`config.mk`:
```
export PLATFORM = sky130hd
export DESIGN_NAME = mode_arbiter
export DESIGN_NICKNAME = d
export VERILOG_FILES = /design/src/rtl/piano_pkg.sv /design/src/rtl/start_toggle.sv /design/src/rtl/mode_arbiter.sv
export SDC_FILE = /design/constraint.sdc
export NUM_CORES = 1
export LEC_CHECK = 0
export ABC_CLOCK_PERIOD_IN_PS = 4700
export CAP_MARGIN = 20
export CORE_MARGIN = 2
export CORE_UTILIZATION = 30
export DETAILED_ROUTE_END_ITERATION = 8
export GPL_ROUTABILITY_DRIVEN = 0
export PLACE_DENSITY_LB_ADDON = 0.12
export SLEW_MARGIN = 20
export SYNTH_ARGS = -nofsm -noshare
export SYNTH_HDL_FRONTEND = slang
export SYNTH_SLANG_ARGS = --single-unit
```
`constraint.sdc`:
```
create_clock -name clk -period 4.7 [get_ports clk]
set_input_delay 1.175 -clock clk [delete_from_list [all_inputs] [get_ports clk]]
set_output_delay 1.175 -clock clk [all_outputs]
set_load 0.1 [all_outputs]
```
`src/rtl/piano_pkg.sv`:
```
// piano_pkg: shared widths, mode indices, arbiter state type and a one-hot test
package piano_pkg;
  localparam int NOTE_W = 4;
  localparam int OCT_W = 2;
  localparam int LED_W = 7;
  localparam int NUM_W = 4;
  localparam int MODE_FREE = 0;
  localparam int MODE_AUTO = 1;
  localparam int MODE_LEARN = 2;
  localparam int MODE_PLAYBACK = 3;
  typedef enum logic [1:0] {IDLE, MUTE, ACTIVE, INVALID} arb_state_e;
  function automatic logic is_onehot(input logic [31:0] v);
    return v != 32'd0 && (v & (v - 32'd1)) == 32'd0;
  endfunction
endpackage

```
`src/rtl/start_toggle.sv`:
```
// start_toggle: play/pause flag that flips on each rising edge of start while enabled
//   clk, reset (sync, active-low), start (debounced level),
//   en (toggles allowed), clear (force flag to 0, wins over a toggle),
//   play_state (flag out)
module start_toggle (
  input  logic clk,
  input  logic reset,
  input  logic start,
  input  logic en,
  input  logic clear,
  output logic play_state
);
  logic start_q, start_d;
  logic play_q, play_d;
  always_comb begin
    start_d = start;
    play_d = clear ? 1'b0 : (en && start && !start_q) ? !play_q : play_q;
  end
  always_ff @(posedge clk) begin
    if (!reset) begin
      start_q <= 1'b0;
      play_q <= 1'b0;
    end else begin
      start_q <= start_d;
      play_q <= play_d;
    end
  end
  assign play_state = play_q;
endmodule

```
`src/rtl/mode_arbiter.sv`:
```
// mode_arbiter: picks which mode engine drives the shared note/octave/LED/number outputs
//   clk, reset (sync, active-low), mode_sel (one-hot request), start (play/pause level),
//   src_note/src_oct/src_led/src_num (packed per-source buses, slice i = source i),
//   override_req (per-source pre-emption), note_out/octave_out/led_out/num_out (registered data),
//   play_state, active_mode (one-hot, 0 when silent), mode_err (mode_sel not one-hot)
module mode_arbiter
  import piano_pkg::*;
#(
  parameter int NUM_MODES = 4,
  parameter int NOTE_W = piano_pkg::NOTE_W,
  parameter int OCT_W = piano_pkg::OCT_W,
  parameter int LED_W = piano_pkg::LED_W,
  parameter int NUM_W = piano_pkg::NUM_W,
  parameter int MUTE_CYCLES = 1000
) (
  input  logic                        clk,
  input  logic                        reset,
  input  logic [NUM_MODES-1:0]        mode_sel,
  input  logic                        start,
  input  logic [NUM_MODES*NOTE_W-1:0] src_note,
  input  logic [NUM_MODES*OCT_W-1:0]  src_oct,
  input  logic [NUM_MODES*LED_W-1:0]  src_led,
  input  logic [NUM_MODES*NUM_W-1:0]  src_num,
  input  logic [NUM_MODES-1:0]        override_req,
  output logic [NOTE_W-1:0]           note_out,
  output logic [OCT_W-1:0]            octave_out,
  output logic [LED_W-1:0]            led_out,
  output logic [NUM_W-1:0]            num_out,
  output logic                        play_state,
  output logic [NUM_MODES-1:0]        active_mode,
  output logic                        mode_err
);
  localparam int CW = MUTE_CYCLES > 1 ? $clog2(MUTE_CYCLES) : 1;
  localparam logic [CW-1:0] CNT_LOAD = CW'(MUTE_CYCLES - 1);
  arb_state_e state_q, state_d;
  logic [NUM_MODES-1:0] pending_q, pending_d, active_mode_q, active_mode_d, src_sel;
  logic [CW-1:0] cnt_q, cnt_d;
  logic [NOTE_W-1:0] note_q, note_d;
  logic [OCT_W-1:0] oct_q, oct_d;
  logic [LED_W-1:0] led_q, led_d;
  logic [NUM_W-1:0] num_q, num_d;
  logic mode_err_q, mode_err_d, sel_bad, live;
  always_comb begin
    state_d = state_q;
    pending_d = pending_q;
    cnt_d = cnt_q;
    sel_bad = !is_onehot(32'(mode_sel)) && |mode_sel;
    mode_err_d = sel_bad;
    if (sel_bad) state_d = INVALID;
    else if (mode_sel == '0) state_d = IDLE;
    // a fresh one-hot request, or a different one while muting/active, (re)starts the gap
    else if (state_q == IDLE || state_q == INVALID || mode_sel != pending_q) begin
      state_d = MUTE;
      pending_d = mode_sel;
      cnt_d = CNT_LOAD;
    end else if (state_q == MUTE) begin
      state_d = cnt_q == '0 ? ACTIVE : MUTE;
      cnt_d = cnt_q == '0 ? cnt_q : cnt_q - CW'(1);
    end
    // data only flows while staying in ACTIVE, so any mode change silences the next cycle
    live = state_q == ACTIVE && state_d == ACTIVE;
    // lowest requesting override wins; x & -x isolates the lowest set bit
    src_sel = |override_req ? override_req & (-override_req) : pending_q;
    active_mode_d = state_d == ACTIVE ? pending_d : '0;
    note_d = '0;
    oct_d = '0;
    led_d = '0;
    num_d = '0;
    for (int i = 0; i < NUM_MODES; i++) begin
      if (live && src_sel[i]) begin
        note_d = note_d | src_note[i*NOTE_W +: NOTE_W];
        oct_d = oct_d | src_oct[i*OCT_W +: OCT_W];
        led_d = led_d | src_led[i*LED_W +: LED_W];
        num_d = num_d | src_num[i*NUM_W +: NUM_W];
      end
    end
  end
  always_ff @(posedge clk) begin
    if (!reset) begin
      state_q <= IDLE;
      pending_q <= '0;
      cnt_q <= '0;
      active_mode_q <= '0;
      mode_err_q <= 1'b0;
      note_q <= '0;
      oct_q <= '0;
      led_q <= '0;
      num_q <= '0;
    end else begin
      state_q <= state_d;
      pending_q <= pending_d;
      cnt_q <= cnt_d;
      active_mode_q <= active_mode_d;
      mode_err_q <= mode_err_d;
      note_q <= note_d;
      oct_q <= oct_d;
      led_q <= led_d;
      num_q <= num_d;
    end
  end
  start_toggle u_start_toggle (
    .clk(clk),
    .reset(reset),
    .start(start),
    .en(state_q == ACTIVE),
    .clear(state_d != ACTIVE),
    .play_state(play_state)
  );
  assign note_out = note_q;
  assign octave_out = oct_q;
  assign led_out = led_q;
  assign num_out = num_q;
  assign active_mode = active_mode_q;
  assign mode_err = mode_err_q;
endmodule

```
==> impl_metrics.py <==
metrics = {
    "sta": {
        "relSlewSlack_pct": 31.6,
        "worst_pin_slew_ps": 1020,
        "rsz0062_at_grt": "no",
        "fmaxAchievable_ghz": 0.300,
        "post-route-min-period_ps": 3330,
        "finalHoldViolations": 0,
        "tns_ps": 0,
        "period_share_pct": 70.9,
        "setup_violations": 0,
        "maxSlewViolCount": 0,
        "fin_skew_ps": 4.91,
    },
    "drt": {
        "drt_iter0_drc": 126,
        "drtAntennaViolNets": 0,
        "wl_per_cell_um": 15.3,
        "wirelength_mm": 6.97,
        "post-route-drc-count": 0,
        "via_per_inst": 5.16,
        "drtPass1Iterations": 4,
        "vias": 2350,
    },
    "global_routing": {
        "grt.total_usage_pct": 17.1,
        "globalRouteOverflowTotal": 0,
        "grt_max_degree": 22,
        "antenna_found_initial": 0,
        "grt_first_pass_wirelength_mm": 10.6,
        "grt_pass1_vias": 2111,
    },
    "power_and_ir_drop": {
        "ir_drop_mv": 0.144,
        "power_frac_seq_pct": 47.3,
        "total_switching_power_mw": 0.220,
        "clock_power_share_pct": 27.7,
        "p_comb_share_pct": 25.0,
        "powerDensity_mw_per_mm2": 234,
        "swShare_pct": 28.3,
        "p_int_mw": 0.557,
        "p_leak_nw": 1.14,
    },
    "cells_and_area": {
        "final_area_mm2": 0.00332,
        "area_growth_pct": 52.8,
        "nets": 439,
        "diodes": 0,
        "drive_above_1_share_pct": 8.15,
    },
    "logic_synthesis": {
        "yosysWarnings": 0,
        "yosysMostFrequentCell": "dfxtp_1",
        "ys_seq_area_share_pct": 36.8,
        "synth.net_count": 345,
        "synth_ff_type": "dfxtp_1",
        "synth-edff-count": 0,
        "async_flop_share_pct": 0,
        "syn_area_per_cell_um2": 8.30,
        "synth_cells": 262,
        "ys_types": 49,
        "yosysTopAreaCell": "dfxtp_1",
        "synth_area_leaders": "dfxtp_1, a221oi_1, a21oi_1",
        "synth_top_area_share_pct": 36.8,
        "synth_common_cells": "dfxtp_1, a21oi_1, o21ai_0",
        "synth_area_mm2": 0.00218,
        "synth.ff_latch_count": 40,
    },
    "clocking": {
        "postCtsSetupRepairBufs": 0,
        "root_buffer": "clkbuf_8",
        "clock-sinks": 40,
        "cts_inserted_buffers": 5,
        "ctsHoldBuffers": 0,
        "htree_levels": 2,
        "clk_latency_ps": 280,
        "cts_tree": "done",
        "clock_path_buffers": 2,
        "path_clk_slew_ps": 70,
        "cts_resized": 0,
    },
    "worst_setup_path": {
        "worstPathArrival_ps": 3530,
        "critical_path.cell_chain": "clkdlybuf4s50_1, nor2b_1, a2111o_1, nor4_4, buf_4, o2111ai_4, a21oi_1",
        "worstSetupStartpointType": "input pin",
        "worstPathRequired_ps": 4900,
        "worst_setup_path_end_kind": "register",
        "rrSetupSlack_ps": 2320,
        "crit_slowest_cell": "clkdlybuf4s50_1",
        "critPathKind": "in2reg",
        "critPathMaxStageDelay_ps": 510,
        "cp_max_fo": 21,
    },
    "floorplan": {
        "row_count": 31,
        "fp.dieH_um": 89.2,
        "io-pin-count": 102,
        "core_mm2": 0.00714,
        "dieArea_mm2": 0.00795,
        "die_w_um": 89.2,
        "start_util_pct": 30.5,
    },
    "placement": {
        "hpwlAfterDp_mm": 5.18,
        "place_area_mm2": 0.00325,
        "portBuffers": 101,
    },
    "outcome": {
        "run_status": "complete, no violations",
    },
    "min_path": {
        "hp-class": "reg2reg",
    },
    "job": {
        "maxCapViolations": 0,
    },
}
-- state kept, by name, indices dropped and copies added (netlist names) --
name                       flops
octave_out                     2
cnt_q                         10
active_mode                    4
num_out                        4
state_q                        2
note_out                       4
u_start_toggle.play_state      1
u_start_toggle.start_q         1
pending_q                      4
led_out                        7
mode_err                       1
-- worst max-delay path: cells and delay by family --
family	cells	cell delay (ps)
compound gates	3	1140
simple gates	2	400
buf+inv	2	790
-- placed cells by master, fill, tap and decap left out, types with 3 or more instances in the layout --
master / instances
a21oi_1: 25
a221oi_1: 17
a31oi_1: 4
buf_4: 4
clkbuf_8: 5
clkdlybuf4s50_1: 101
dfxtp_1: 40
ha_1: 4
inv_1: 11
nand2_1: 24
nand3_1: 6
nand4_1: 3
nor2_1: 21
nor2_2: 8
nor2b_1: 4
nor3_1: 3
o21ai_0: 25
o31ai_1: 4
or3_1: 4
or4_1: 4
-- kinds of logic after synthesis --
kind of cell / share of synthesized area, %
compound gates: 30.5
buf+inv: 6.44
flops: 36.8
simple gates: 22.3
fa+ha+maj: 2.30
mux: 0.460
xor+xnor: 1.21
-- worst paths after layout --
kind	to	from	cells past startpoint
max	active_mode[3]	mode_sel[2]	7
min reg2reg	state_q[0]	state_q[0]	2
min	state_q[0]	state_q[0]	2
max reg2reg	active_mode[3]	state_q[0]	7
-- routing by layer --
metal / track usage, % / part of all wire [%] / routed length, um / up-vias
li1: - / - / - / 1154
met4: 3.66 / 0.76 / 53 / 0
met5: 0 / 0 / 0 / -
met2: 28.9 / 49 / 3420 / 79
met1: 22.1 / 44 / 3060 / 1113
met3: 4.25 / 6.3 / 436 / 4
-- final cells by class --
cell class | count | area (um^2)
fill | 742 | 3810
multi-input combinational | 193 | 1240
timing repair buffer | 105 | 1040
sequential | 40 | 801
tap | 99 | 124
clock buffer | 6 | 72.6
inverter | 11 | 41.3
clock inverter | 1 | 5.00
-- power by group through the flow --
stage | Clock, mW | Sequential, mW | Combinational (mW)
after floorplan | 0 | 0.377 | 0.0987
after global placement | 0 | 0.375 | 0.194
after detailed placement | 0 | 0.375 | 0.194
after CTS | 0.224 | 0.367 | 0.196
after global routing | 0.238 | 0.369 | 0.214
final | 0.215 | 0.368 | 0.195
-- per-stage QoR --
| step | instances | worst slack, ps | utilization, % | total power, mW | hold WS (ps) |
|---|---|---|---|---|---|
| final | 455 | 1370 | 46.6 | 0.777 | 521 |
| after global routing | 455 | 1200 | 46.6 | 0.821 | 542 |
| after CTS | 455 | 1340 | 46.6 | 0.787 | 519 |
| after detailed placement | 448 | 1040 | 45.5 | 0.569 | 509 |
| after global placement | 448 | 1140 | 45.5 | 0.569 | 508 |
| after floorplan | 262 | 2070 | - | 0.476 | 484 |
No activity file was read; power rests on OpenSTA's default activity.
